### src/rtl/sharpen_acc17_pkg.sv
// Shared constants and types for the 3x3 sharpening accumulator.
package sharpen_acc17_pkg;

    localparam int KERNEL_TAPS = 9;
    localparam int CENTRE_IDX  = 4;
    localparam int ACCW        = 17;
    localparam int PIXW        = 8;

    typedef enum logic [1:0] {
        ST_IDLE = 2'd0,
        ST_ACC  = 2'd1,
        ST_DONE = 2'd2
    } state_e;

    typedef logic signed [ACCW-1:0] acc_t;
    typedef logic        [PIXW-1:0] pix_t;

endpackage

### src/rtl/sharpen_acc17_if.sv
// Pixel-in / result-out handshake bundle for sharpen_acc17.
interface sharpen_acc17_if;
    import sharpen_acc17_pkg::*;

    logic start;
    pix_t pix_dat;
    logic pix_vld;
    logic pix_rdy;
    acc_t res_dat;
    pix_t sat_dat;
    logic res_vld;
    logic res_ack;

    modport master (
        output start, pix_dat, pix_vld, res_ack,
        input  pix_rdy, res_dat, sat_dat, res_vld
    );

    modport slave (
        input  start, pix_dat, pix_vld, res_ack,
        output pix_rdy, res_dat, sat_dat, res_vld
    );

endinterface

### src/rtl/sharpen_acc17_sat_clamp17to8.sv
// Combinational clamp of a signed 17-bit value to an unsigned 8-bit pixel (0..255).
// Zero latency; no handshake.
module sharpen_acc17_sat_clamp17to8
    import sharpen_acc17_pkg::*;
(
    input  acc_t val_i,
    output pix_t sat_o
);

    always_comb begin
        if (val_i[ACCW-1]) begin
            sat_o = '0;
        end else if (|val_i[ACCW-2:PIXW]) begin
            sat_o = '1;
        end else begin
            sat_o = val_i[PIXW-1:0];
        end
    end

endmodule

### src/rtl/sharpen_acc17.sv
// 3x3 sharpening accumulator: nine pixels in raster order, RESULT = CW*centre - EW*neighbours.
// Result registered on the 9th-beat edge and held in DONE until res_ack; pix_rdy is high throughout ACC.
module sharpen_acc17
    import sharpen_acc17_pkg::*;
#(
    parameter int unsigned CW   = 9,
    parameter int unsigned EW   = 1,
    parameter int unsigned PIXW = 8
)
(
    input  logic            clk_i,
    input  logic            rst_n_i,
    sharpen_acc17_if.slave  bus
);

    localparam logic [ACCW-1:0] CW_W = ACCW'(CW);
    localparam logic [ACCW-1:0] EW_W = ACCW'(EW);

    state_e          state_q, state_d;
    logic [3:0]      cnt_q, cnt_d;
    acc_t            acc_q, acc_d;
    acc_t            result_q, result_d;
    pix_t            sat_q, sat_d;

    logic            beat, last_beat, centre_beat, win_start;
    logic [ACCW-1:0] pix_ext, term;
    acc_t            acc_nxt;
    pix_t            sat_c;

    assign beat        = bus.pix_vld && (state_q == ST_ACC);
    assign centre_beat = (cnt_q == 4'(CENTRE_IDX));
    assign last_beat   = beat && (cnt_q == 4'(KERNEL_TAPS - 1));
    assign win_start   = bus.start &&
                         ((state_q == ST_IDLE) || ((state_q == ST_DONE) && bus.res_ack));

    // Pixels are unsigned: widen with zeros before weighting so the subtraction stays exact.
    always_comb begin
        pix_ext = {{(ACCW-PIXW){1'b0}}, bus.pix_dat};
        term    = centre_beat ? (pix_ext * CW_W) : (pix_ext * EW_W);
        acc_nxt = centre_beat ? (acc_q + acc_t'(term)) : (acc_q - acc_t'(term));
    end

    sharpen_acc17_sat_clamp17to8 u_clamp (
        .val_i (acc_nxt),
        .sat_o (sat_c)
    );

    always_ff @(posedge clk_i or negedge rst_n_i) begin
        if (!rst_n_i) begin
            state_q <= ST_IDLE;
        end else begin
            state_q <= state_d;
        end
    end

    always_comb begin
        state_d = state_q;
        case (state_q)
            ST_IDLE: if (bus.start) state_d = ST_ACC;
            ST_ACC:  if (last_beat) state_d = ST_DONE;
            ST_DONE: if (bus.res_ack) state_d = bus.start ? ST_ACC : ST_IDLE;
            default: state_d = ST_IDLE;
        endcase
    end

    always_comb begin
        bus.pix_rdy = (state_q == ST_ACC);
        bus.res_vld = (state_q == ST_DONE);
        bus.res_dat = result_q;
        bus.sat_dat = sat_q;
    end

    always_comb begin
        cnt_d    = cnt_q;
        acc_d    = acc_q;
        result_d = result_q;
        sat_d    = sat_q;
        if (win_start) begin
            cnt_d = '0;
            acc_d = '0;
        end else if (beat) begin
            cnt_d = cnt_q + 4'd1;
            acc_d = acc_nxt;
            if (last_beat) begin
                result_d = acc_nxt;
                sat_d    = sat_c;
            end
        end
    end

    always_ff @(posedge clk_i or negedge rst_n_i) begin
        if (!rst_n_i) begin
            cnt_q    <= '0;
            acc_q    <= '0;
            result_q <= '0;
            sat_q    <= '0;
        end else begin
            cnt_q    <= cnt_d;
            acc_q    <= acc_d;
            result_q <= result_d;
            sat_q    <= sat_d;
        end
    end

    a_cw_range: assert property (@(posedge clk_i) (CW >= 1) && (CW <= 127));
    a_ew_range: assert property (@(posedge clk_i) (EW <= 15));
    a_pixw:     assert property (@(posedge clk_i) (PIXW == 8));

endmodule

### src/flat_wrapper.sv
// flat-port wrapper written by rule: the top's interface ports become plain ports
module sharpen_acc17_flat import sharpen_acc17_pkg::*;
#(
    parameter int unsigned CW   = 9,
    parameter int unsigned EW   = 1,
    parameter int unsigned PIXW = 8
)
  (clk_i, rst_n_i, bus_start, bus_pix_dat, bus_pix_vld, bus_res_ack, bus_pix_rdy, bus_res_dat, bus_sat_dat, bus_res_vld);
  sharpen_acc17_if bus_i ();
  input  logic clk_i;
  input  logic rst_n_i;
  input wire logic [$bits(bus_i.start)-1:0] bus_start;
  input wire logic [$bits(bus_i.pix_dat)-1:0] bus_pix_dat;
  input wire logic [$bits(bus_i.pix_vld)-1:0] bus_pix_vld;
  input wire logic [$bits(bus_i.res_ack)-1:0] bus_res_ack;
  output wire logic [$bits(bus_i.pix_rdy)-1:0] bus_pix_rdy;
  output wire logic [$bits(bus_i.res_dat)-1:0] bus_res_dat;
  output wire logic [$bits(bus_i.sat_dat)-1:0] bus_sat_dat;
  output wire logic [$bits(bus_i.res_vld)-1:0] bus_res_vld;
  assign bus_i.start = bus_start;
  assign bus_i.pix_dat = bus_pix_dat;
  assign bus_i.pix_vld = bus_pix_vld;
  assign bus_i.res_ack = bus_res_ack;
  assign bus_pix_rdy = bus_i.pix_rdy;
  assign bus_res_dat = bus_i.res_dat;
  assign bus_sat_dat = bus_i.sat_dat;
  assign bus_res_vld = bus_i.res_vld;
  sharpen_acc17 #(.CW(CW), .EW(EW), .PIXW(PIXW)) u_core (.clk_i(clk_i), .rst_n_i(rst_n_i), .bus(bus_i));
endmodule
### config.mk
export PLATFORM = sky130hd
export DESIGN_NAME = sharpen_acc17_flat
export DESIGN_NICKNAME = d
export VERILOG_FILES = /design/src/rtl/sharpen_acc17_pkg.sv /design/src/rtl/sharpen_acc17_if.sv /design/src/rtl/sharpen_acc17_sat_clamp17to8.sv /design/src/rtl/sharpen_acc17.sv /design/src/flat_wrapper.sv
export SDC_FILE = /design/constraint.sdc
export NUM_CORES = 1
export LEC_CHECK = 0
export ABC_AREA = 1
export CELL_PAD_IN_SITES_DETAIL_PLACEMENT = 0
export CELL_PAD_IN_SITES_GLOBAL_PLACEMENT = 1
export CORE_UTILIZATION = 44
export CTS_CLUSTER_SIZE = 30
export DETAILED_ROUTE_END_ITERATION = 7
export PLACE_DENSITY = 0.86
export SLEW_MARGIN = 0
export SYNTH_ARGS = -nofsm -noshare
export SYNTH_HDL_FRONTEND = slang
export SYNTH_SLANG_ARGS = --single-unit
### constraint.sdc
create_clock -name clk_i -period 9.7 [get_ports clk_i]
set_input_delay 0.97 -clock clk_i [delete_from_list [all_inputs] [get_ports clk_i]]
set_output_delay 0.97 -clock clk_i [all_outputs]
set_load 0.005 [all_outputs]
==> flow_metrics.py, run 1 <==
metrics = {
    "timing": {
        "worstMarginPinSlew_ns": 1.16,
        "maxSlewHeadroom": 0.221,
        "max_freq_ghz": 0.198,
        "slew_viol_final": 0,
        "tns_ns": 0,
        "finalHoldViolCount": 0,
        "finalClockSkew_ns": 0.00960,
        "fin_crit_sh": 0.520,
        "final.min_clock_period_ns": 5.04,
        "rsz0062_at_grt": "false",
        "setup_violations": 0,
    },
    "drt": {
        "drtPass1Iterations": 4,
        "num_vias": 3328,
        "drt_iter0_markers": 163,
        "ant_nets": 0,
        "totalWireLength_um": 8960,
        "wire_per_inst_um": 13.5,
        "drc": 0,
        "routed_via_density": 5.00,
    },
    "logic_synthesis": {
        "yosysTopAreaCellShare": 0.330,
        "ys_warn_count": 0,
        "syn-num-nets": 569,
        "synth_seq_area_share": 0.330,
        "ys_types": 37,
        "synth_area_leaders": "dfrtp_1 33%, nand2_1 18%, ha_1 10%",
        "syn_area_um2": 3640,
        "syn_avg_cell_area_um2": 6.93,
        "synthCells": 525,
        "synth-seq-cells": 48,
        "synth_largest_area_cell": "dfrtp_1",
    },
    "cts": {
        "cts_buffer_depth": 2,
        "cts_resized": 0,
        "htree_num_levels": 2,
        "cts_tree": "built",
        "cts.sinks": 48,
        "path_clk_slew_ns": 0.09,
        "clock-root-buffer": "clkbuf_8",
        "hold_buffers": 0,
        "cts_setup_buffers": 0,
        "clock_latency_ns": 0.30,
        "numCtsBuffers": 5,
    },
    "setup_path": {
        "arrival_ns": 5.24,
        "endpoint_kind": "flop",
        "max_stage_delay_ns": 0.55,
        "crit_path_max_fanout": 8,
        "path_common_cell": "nand2_1",
        "slowest_stage": "clkdlybuf4s50_1",
        "worst_ep_required_time_ns": 9.89,
        "crit_type": "in -> reg",
        "cp-start-kind": "input pin",
    },
    "power": {
        "ir_drop_mv": 0.169,
        "p_total_mw": 1.55,
        "powerDensity_nw_per_um2": 367,
        "p_leak_nw": 2.22,
    },
    "final_layout": {
        "nets": 606,
        "final_cell_mix": "177 x nand2_1, 79 x inv_1, 48 x dfrtp_1",
        "post-route-util": 0.537,
        "fillers": 799,
        "n_antenna_cell": 0,
        "layout_commonest_cell": "nand2_1",
        "drive_gt1_frac": 0.0639,
        "area_delta_synth_final_pct": 15.9,
    },
    "grt": {
        "grt.overflow.total": 0,
        "grt_max_degree": 49,
        "grt_pass1_vias": 3188,
        "track_usage": 0.221,
        "grt_first_pass_wirelength_um": 15000,
        "antenna_found_initial": 0,
    },
    "run": {
        "max-cap-violations": 0,
    },
    "placement": {
        "dpl.hpwl_um": 7220,
        "place_congestion": 0.873,
        "port_buffers": 39,
    },
    "floorplanning": {
        "start_util": 0.464,
        "die_area_um2": 8640,
        "pin_count": 40,
        "fp.dieW_um": 92.9,
        "die_h_um": 92.9,
        "std_cell_rows": 32,
        "core-area_um2": 7850,
    },
    "hold_path": {
        "min_path_type": "reg -> reg",
    },
    "status": {
        "status": "finished, final reports clean",
    },
}
-- power breakdown --
group	internal (mW)	switching, mW	total [mW]
Combinational	0.383	0.662	1.05
Clock	0.0766	0.0662	0.143
Sequential	0.294	0.0641	0.358
-- per-layer routing --
layer  part of all wire  vias up  routed length, um  GRT usage
met5                  0        -                  0          0
met4             0.0078        0                 70     0.0346
met3              0.025        7                221     0.0296
met2               0.48       44               4300      0.377
met1               0.49     1534               4370      0.303
li1                   -     1743                  -          -
-- stage by stage --
| stage | std cells | worst slack (ns) | hold WS [ns] | area (um^2) |
|---|---|---|---|---|
| after floorplan | 525 | 5.55 | 0.455 | 3640 |
| after global placement | 657 | 4.38 | 0.467 | 4110 |
| after detailed placement | 657 | 4.34 | 0.474 | 4110 |
| after CTS | 665 | 4.65 | 0.495 | 4220 |
| after global routing | 665 | 4.14 | 0.508 | 4220 |
| final | 665 | 4.66 | 0.492 | 4220 |
-- synth_stat cells --
library cell	n
o21ai_0	41
o21ai_2	3
nor2_1	22
o21bai_1	1
inv_2	5
o21ai_1	2
o22ai_1	1
buf_2	2
xnor2_1	4
buf_6	1
nor4_1	1
nor2_4	3
clkinv_1	1
dfrtp_1	48
nand3_2	5
o31ai_1	2
a21boi_0	2
nand3_1	40
xor2_1	6
fa_1	2
nand2_1	177
clkbuf_1	6
nand2_2	4
nand4_1	4
and2_1	3
or2_1	1
or2_2	2
ha_1	29
nor3_2	1
nor3_1	3
a21oi_1	15
nand3b_1	1
nand2_4	3
a31oi_1	2
o21a_1	1
inv_1	79
nor2_2	2
-- worst paths after layout --
kind | start | to | slack, ns | cells past startpoint
max in group asynchronous | rst_n_i | u_core.cnt_q[1] | 8.17 | 1
worst min-delay path | u_core.bus.sat_dat[3] | u_core.bus.sat_dat[3] | 0.49 | 2
worst max-delay path | bus_pix_dat[4] | u_core.bus.sat_dat[6] | 4.66 | 27
worst min register to register | u_core.bus.sat_dat[3] | u_core.bus.sat_dat[3] | 0.49 | 2
min in group asynchronous | rst_n_i | u_core.acc_q[14] | 0.86 | 1
worst max register to register | u_core.cnt_q[0] | u_core.bus.sat_dat[6] | 5.59 | 25
-- sequential cells by signal, summed over array words and instances, names as in the netlist --
signal and cells:
u_core.cnt_q 4, u_core.bus.res_dat 17, u_core.bus.sat_dat 8, u_core.acc_q 17
u_core.state_q 2
-- kinds of logic after synthesis --
family,after synthesis,synth area share
simple gates,272,0.331
xor+xnor,10,0.0241
flops,48,0.330
fa+ha+maj,31,0.111
compound gates,70,0.105
buf+inv,94,0.0997
-- layout make-up --
type / count / area [um^2] / area share
Multi-Input combinational cell: 383 / 2070 / 0.492
Sequential cell: 48 / 1200 / 0.285
Timing Repair Buffer: 39 / 385 / 0.0914
Inverter: 85 / 319 / 0.0757
Tap cell: 102 / 128 / 0.0303
Clock buffer: 6 / 72.6 / 0.0172
Clock inverter: 2 / 35.0 / 0.00831
-- critical path, delay by kind of cell --
family          cells  cell delay (ns)
buf+inv             4             0.74
fa+ha+maj           4             1.02
simple gates       16             2.18
compound gates      3             0.32
Note: power is estimated with default switching activity, not from simulation.
==> inputs of run 2 (changes only) <==
--- a/config.mk
+++ b/config.mk
@@ -8,10 +8,10 @@
 export ABC_AREA = 1
 export CELL_PAD_IN_SITES_DETAIL_PLACEMENT = 0
 export CELL_PAD_IN_SITES_GLOBAL_PLACEMENT = 1
-export CORE_UTILIZATION = 44
+export CORE_UTILIZATION = 41
 export CTS_CLUSTER_SIZE = 30
 export DETAILED_ROUTE_END_ITERATION = 7
-export PLACE_DENSITY = 0.86
+export PLACE_DENSITY = 0.81
 export SLEW_MARGIN = 0
 export SYNTH_ARGS = -nofsm -noshare
 export SYNTH_HDL_FRONTEND = slang
==> constraint.sdc (replaced) <==
create_clock -name clk_i -period 5.2 [get_ports clk_i]
set_input_delay 0.52 -clock clk_i [delete_from_list [all_inputs] [get_ports clk_i]]
set_output_delay 0.52 -clock clk_i [all_outputs]
set_load 0.005 [all_outputs]
==> run 2 against run 1 <==
Combinational power grew 87%. First-iteration DRC count grew 26%. Critical path depth shrank 1. Final cell count grew 1.2%. Global-route usage shrank 0.45 points. Critical path type unchanged. Highest routed layer unchanged.
==> flow_metrics.py, run 2 (synthesized netlist as in run 1, its figures left out) <==
metrics = {
    "final_layout": {
        "layout_commonest_cell": "nand2_1",
        "n_antenna_cell": 0,
        "nets": 608,
        "instances_no_fill": 673,
        "final_cell_mix": "177 x nand2_1, 79 x inv_1, 48 x dfrtp_1",
        "area_delta_synth_final_pct": 16.1,
        "drive_gt1_frac": 0.0673,
    },
    "setup_path": {
        "path_common_cell": "nand2_1",
        "crit_type": "in -> reg",
        "arrival_ns": 4.84,
        "cp-start-kind": "input pin",
        "max_stage_delay_ns": 0.52,
        "worst_ep_required_time_ns": 5.39,
        "crit_path_max_fanout": 8,
        "endpoint_kind": "flop",
        "slowest_stage": "fa_1",
    },
    "floorplanning": {
        "die_area_um2": 9260,
        "core-area_um2": 8640,
        "start_util": 0.421,
        "die_h_um": 96.2,
        "pin_count": 40,
        "fp.dieW_um": 96.2,
        "std_cell_rows": 34,
    },
    "timing": {
        "slew_viol_final": 0,
        "worstMarginPinSlew_ns": 1.08,
        "timing.hold.ws_ns": 0.297,
        "setup_violations": 0,
        "tns_ns": 0,
        "maxSlewHeadroom": 0.280,
        "fin_crit_sh": 0.893,
        "finalHoldViolCount": 0,
        "final.min_clock_period_ns": 4.65,
        "finalClockSkew_ns": 0.0135,
        "max_freq_ghz": 0.215,
        "rsz0062_at_grt": "false",
    },
    "power": {
        "p_sw_frac": 0.517,
        "p_sw_mw": 1.48,
        "powerDensity_nw_per_um2": 675,
        "power.share.combinational": 0.686,
        "clkPwrFrac": 0.082,
        "ir_drop_mv": 0.243,
        "p_leak_nw": 2.22,
        "internal_power_mw": 1.38,
        "seqPwrFrac": 0.232,
    },
    "placement": {
        "dp_cells": 665,
        "port_buffers": 39,
        "dpl.hpwl_um": 7350,
        "place_congestion": 0.893,
    },
    "cts": {
        "numCtsBuffers": 5,
        "cts_setup_buffers": 0,
        "cts_tree": "built",
        "cts_buffer_depth": 2,
        "clock-root-buffer": "clkbuf_8",
        "path_clk_slew_ns": 0.10,
        "htree_num_levels": 2,
        "clock_latency_ns": 0.31,
        "cts.sinks": 48,
        "hold_buffers": 0,
        "cts_resized": 0,
    },
    "status": {
        "status": "finished, final reports clean",
    },
    "grt": {
        "track_usage": 0.217,
        "grt.overflow.total": 0,
        "grt_first_pass_wirelength_um": 15200,
        "antenna_found_initial": 0,
        "grt_pass1_vias": 3101,
        "grt_max_degree": 49,
    },
    "drt": {
        "drtPass1Iterations": 6,
        "ant_nets": 0,
        "totalWireLength_um": 9060,
        "wire_per_inst_um": 13.5,
        "num_vias": 3322,
        "drt_iter0_markers": 205,
        "routed_via_density": 4.94,
        "drc": 0,
    },
    "hold_path": {
        "min_path_type": "in -> async",
    },
    "run": {
        "max-cap-violations": 0,
    },
}
[run 2: cell count changes in the layout (fill, tap and decap cells not counted)]
cell / previous run / this run
clkbuf_8: 5 / 6
clkinv_2: 1 / 0
bufinv_16: 1 / 0
buf_4: 0 / 2
clkinvlp_4: 0 / 1
[run 2: final cells by class]
cell class                      instances  area (um^2)
Clock buffer                            7         86.3
Inverter                               85          319
Tap cell                              108          135
Sequential cell                        48         1200
Timing Repair Buffer                   41          400
Clock inverter                          1         7.51
Multi-Input combinational cell        383         2070
Fill cell                             894         4410
[run 2: path summary, 6_finish.rpt]
kind | start | slack [ns] | depth (start not counted) | to
max | bus_pix_dat[4] | 0.55 | 26 | u_core.bus.sat_dat[4]
min | rst_n_i | 0.30 | 2 | u_core.bus.res_dat[14]
max reg2reg | u_core.cnt_q[0] | 1.01 | 25 | u_core.bus.sat_dat[4]
min reg2reg | u_core.bus.sat_dat[0] | 0.49 | 2 | u_core.bus.sat_dat[0]
max in group asynchronous | rst_n_i | 4.47 | 2 | u_core.acc_q[2]
min in group clk_i | u_core.bus.sat_dat[0] | 0.49 | 2 | u_core.bus.sat_dat[0]
[run 2: routing by layer]
| layer | GRT usage | part of all wire | vias to the layer above |
|---|---|---|---|
| met2 | 0.361 | 0.47 | 49 |
| met3 | 0.0355 | 0.025 | 10 |
| met4 | 0.0485 | 0.015 | 0 |
| met5 | 0 | 0 | - |
| li1 | - | - | 1738 |
| met1 | 0.293 | 0.49 | 1525 |
[run 2: stage by stage]
| step | total power, mW | cell area, um^2 | setup slack [ns] | utilization |
|---|---|---|---|---|
| after floorplan | 1.99 | 3640 | 1.50 | - |
| after global placement | 2.62 | 4130 | 0.260 | 0.478 |
| after detailed placement | 2.63 | 4130 | 0.231 | 0.478 |
| after CTS | 2.88 | 4220 | 0.551 | 0.489 |
| after global routing | 3.19 | 4220 | 0.0593 | 0.489 |
| final | 2.85 | 4220 | 0.554 | 0.489 |
[run 2: power groups by stage]
stage               logic [mW]  registers [mW]  clock network [mW]
finish                    1.96           0.660               0.235
detailed placement        1.96           0.667                   0
global route              2.25           0.682               0.257
global placement          1.96           0.666                   0
CTS                       1.98           0.662               0.245
floorplan                 1.35           0.647                   0
[run 2: critical path: cells and delay by family]
| kind | cells | cell delay [ns] |
|---|---|---|
| AO/OA/AOI/OAI | 1 | 0.09 |
| adder cells (fa/ha/maj) | 4 | 1.38 |
| buffers and inverters | 4 | 0.68 |
| AND/OR/NAND/NOR | 17 | 2.16 |
==> inputs of run 3 (changes only) <==
--- a/config.mk
+++ b/config.mk
@@ -8,11 +8,14 @@
 export ABC_AREA = 1
 export CELL_PAD_IN_SITES_DETAIL_PLACEMENT = 0
 export CELL_PAD_IN_SITES_GLOBAL_PLACEMENT = 1
-export CORE_UTILIZATION = 41
+export CORE_ASPECT_RATIO = 2
+export CORE_UTILIZATION = 46
 export CTS_CLUSTER_SIZE = 30
 export DETAILED_ROUTE_END_ITERATION = 7
+export DONT_BUFFER_PORTS = 1
 export PLACE_DENSITY = 0.81
 export SLEW_MARGIN = 0
 export SYNTH_ARGS = -nofsm -noshare
 export SYNTH_HDL_FRONTEND = slang
+export SYNTH_HIERARCHICAL = 1
 export SYNTH_SLANG_ARGS = --single-unit
==> run 3 against run 2 <==
Synthesized area decreased by 3.4%. Cell area decreased by 11%. Clock skew decreased by 0.0099 ns. Sequential cell count unchanged. Critical path depth unchanged. Fmax increased by 7.0%. Critical path type unchanged.
==> flow_metrics.py, run 3 <==
metrics = {
    "drt": {
        "wire_per_inst_um": 15.4,
        "ant_nets": 0,
        "drt_iter0_markers": 161,
        "drtPass1Iterations": 4,
        "totalWireLength_um": 9060,
        "drc": 0,
        "routed_via_density": 5.14,
        "num_vias": 3026,
    },
    "grt": {
        "antenna_found_initial": 0,
        "grt_max_degree": 49,
        "grt_first_pass_wirelength_um": 14900,
        "grt_pass1_vias": 3124,
        "grt.overflow.total": 0,
        "track_usage": 0.245,
    },
    "power": {
        "p_sw_mw": 1.42,
        "p_sw_frac": 0.516,
        "clkPwrFrac": 0.122,
        "power.share.combinational": 0.637,
        "powerDensity_nw_per_um2": 732,
        "internal_power_mw": 1.33,
        "ir_drop_mv": 0.321,
        "p_leak_nw": 2.05,
        "seqPwrFrac": 0.240,
    },
    "floorplanning": {
        "fp.dieW_um": 63.8,
        "die_h_um": 126,
        "die_area_um2": 8010,
        "start_util": 0.480,
        "std_cell_rows": 44,
        "pin_count": 40,
        "core-area_um2": 7320,
    },
    "logic_synthesis": {
        "ys_top_cells_by_count": "174 x nand2_1, 62 x inv_1, 48 x dfrtp_1, 36 x nand3_1, 29 x ha_1",
        "synth_ff_type": "dfrtp_1",
        "synth_largest_area_cell": "dfrtp_1",
        "synthCells": 497,
        "async_flop_share": 1.00,
        "yosysTopAreaCellShare": 0.342,
        "synth_area_leaders": "dfrtp_1 34%, nand2_1 19%, ha_1 10%",
        "ys_warn_count": 6,
        "yosysMostFrequentCell": "nand2_1",
        "syn-num-nets": 541,
        "synth-seq-cells": 48,
        "synth_edf_count": 0,
        "ys_types": 38,
        "synth_seq_area_share": 0.342,
        "syn_avg_cell_area_um2": 7.07,
        "syn_area_um2": 3510,
    },
    "final_layout": {
        "multi_input_area_um2": 2000,
        "layout_commonest_cell": "nand2_1",
        "drive_gt1_frac": 0.0624,
        "final_cell_mix": "174 x nand2_1, 62 x inv_1, 48 x dfrtp_1",
        "n_antenna_cell": 0,
        "area_delta_synth_final_pct": 6.94,
        "fillers": 765,
        "regArea_um2": 1200,
        "nets": 540,
    },
    "cts": {
        "cts.sinks": 48,
        "cts_buffer_depth": 2,
        "htree_num_levels": 2,
        "path_clk_slew_ns": 0.07,
        "hold_buffers": 1,
        "cts_tree": "built",
        "clock_latency_ns": 0.29,
        "cts_setup_buffers": 0,
        "cts_resized": 0,
        "clock-root-buffer": "clkbuf_16",
        "numCtsBuffers": 5,
    },
    "timing": {
        "setup_violations": 0,
        "rsz0062_at_grt": "false",
        "worst_slack_ns": 0.857,
        "max_freq_ghz": 0.230,
        "final.min_clock_period_ns": 4.34,
        "finalClockSkew_ns": 0.00355,
        "tns_ns": 0,
        "timing.hold.ws_ns": 0.0793,
        "worstMarginPinSlew_ns": 0.822,
        "finalHoldViolCount": 0,
        "maxSlewHeadroom": 0.451,
        "slew_viol_final": 0,
        "fin_crit_sh": 0.835,
    },
    "run": {
        "max-cap-violations": 0,
    },
    "setup_path": {
        "arrival_ns": 4.52,
        "endpoint_kind": "flop",
        "cp-start-kind": "input pin",
        "r2r_end": "u_core/bus.sat_dat[3]",
        "worst_ep_required_time_ns": 5.38,
        "crit_type": "in -> reg",
        "r2r-start": "u_core/cnt_q[0]",
        "reg2reg_depth": 24,
        "r2r_slack_ns": 0.87,
        "crit_path_max_fanout": 8,
    },
    "placement": {
        "pre_cts_slack_ns": 0.528,
        "dpl.hpwl_um": 7360,
        "port_buffers": 0,
        "place_congestion": 0.952,
    },
    "status": {
        "status": "finished, final reports clean",
    },
    "hold_path": {
        "min_path_type": "in -> async",
    },
}
run 3: power groups by stage:
stage	Combinational (mW)	Sequential, mW	Clock, mW
finish	1.75	0.661	0.336
global route	1.99	0.683	0.358
CTS	1.76	0.664	0.346
detailed placement	1.74	0.670	0
global placement	1.73	0.665	0
floorplan	1.30	0.630	0
run 3: per-layer routing:
metal / track usage / wire length, um / vias up
met4: 0.143 / 427 / 0
li1: - / - / 1581
met2: 0.466 / 5010 / 51
met5: 0 / 0 / -
met3: 0.0310 / 228 / 23
met1: 0.240 / 3390 / 1371
run 3: worst max-delay path by stage:
stage                         from               endpoint  cells after the start
global route        bus_pix_dat[1]  u_core/bus.sat_dat[5]                     26
detailed placement  bus_pix_dat[1]  u_core/bus.sat_dat[7]                     26
CTS                 bus_pix_dat[1]  u_core/bus.sat_dat[7]                     26
global placement    bus_pix_dat[1]  u_core/bus.sat_dat[6]                     26
finish              bus_pix_dat[1]  u_core/bus.sat_dat[3]                     26
floorplan           bus_pix_dat[1]  u_core/bus.sat_dat[0]                     26
run 3: cell type report:
type / count / area share
multi-input cells: 373 / 0.533
well taps: 92 / 0.0306
flip-flops and latches: 48 / 0.320
repair buffers: 3 / 0.0113
clock buffers: 6 / 0.0370
clock inverters: 2 / 0.00366
inverters: 65 / 0.0649
run 3: kinds of logic (layout without fill, tap and decap cells):
kind of cell    after synthesis  count (layout)  synth area share
simple gates                268             268             0.332
buf+inv                      76              76            0.0883
compound gates               64              64            0.0979
flops                        48              48             0.342
fa+ha+maj                    31              31             0.115
xor+xnor                     10              10            0.0249
run 3: per-stage QoR:
stage                     area [um^2]   util  std cells  power [mW]
after floorplan                  3510      -        497        1.93
after global placement           3580  0.489        580        2.40
after detailed placement         3580  0.489        580        2.41
after CTS                        3760  0.513        589        2.77
after global routing             3760  0.513        589        3.03
final                            3760  0.513        589        2.75
run 3: critical path, stage by stage:
cell,delay (ns)
ha_1,0.26
ha_1,0.19
inv_1,0.06
fa_1,0.42
or2_2,0.29
nand3_1,0.08
o21ai_0,0.15
nand3b_1,0.18
nand2_1,0.08
o21ai_0,0.20
inv_1,0.06
ha_1,0.33
nand2_1,0.15
inv_1,0.05
a21oi_1,0.13
nand2_1,0.15
nand4_1,0.12
nand2_1,0.08
or2_2,0.29
and2_1,0.14
nor2_1,0.08
nand2_1,0.09
nor2_4,0.19
a21oi_1,0.10
nand2_1,0.07
nand2_1,0.05
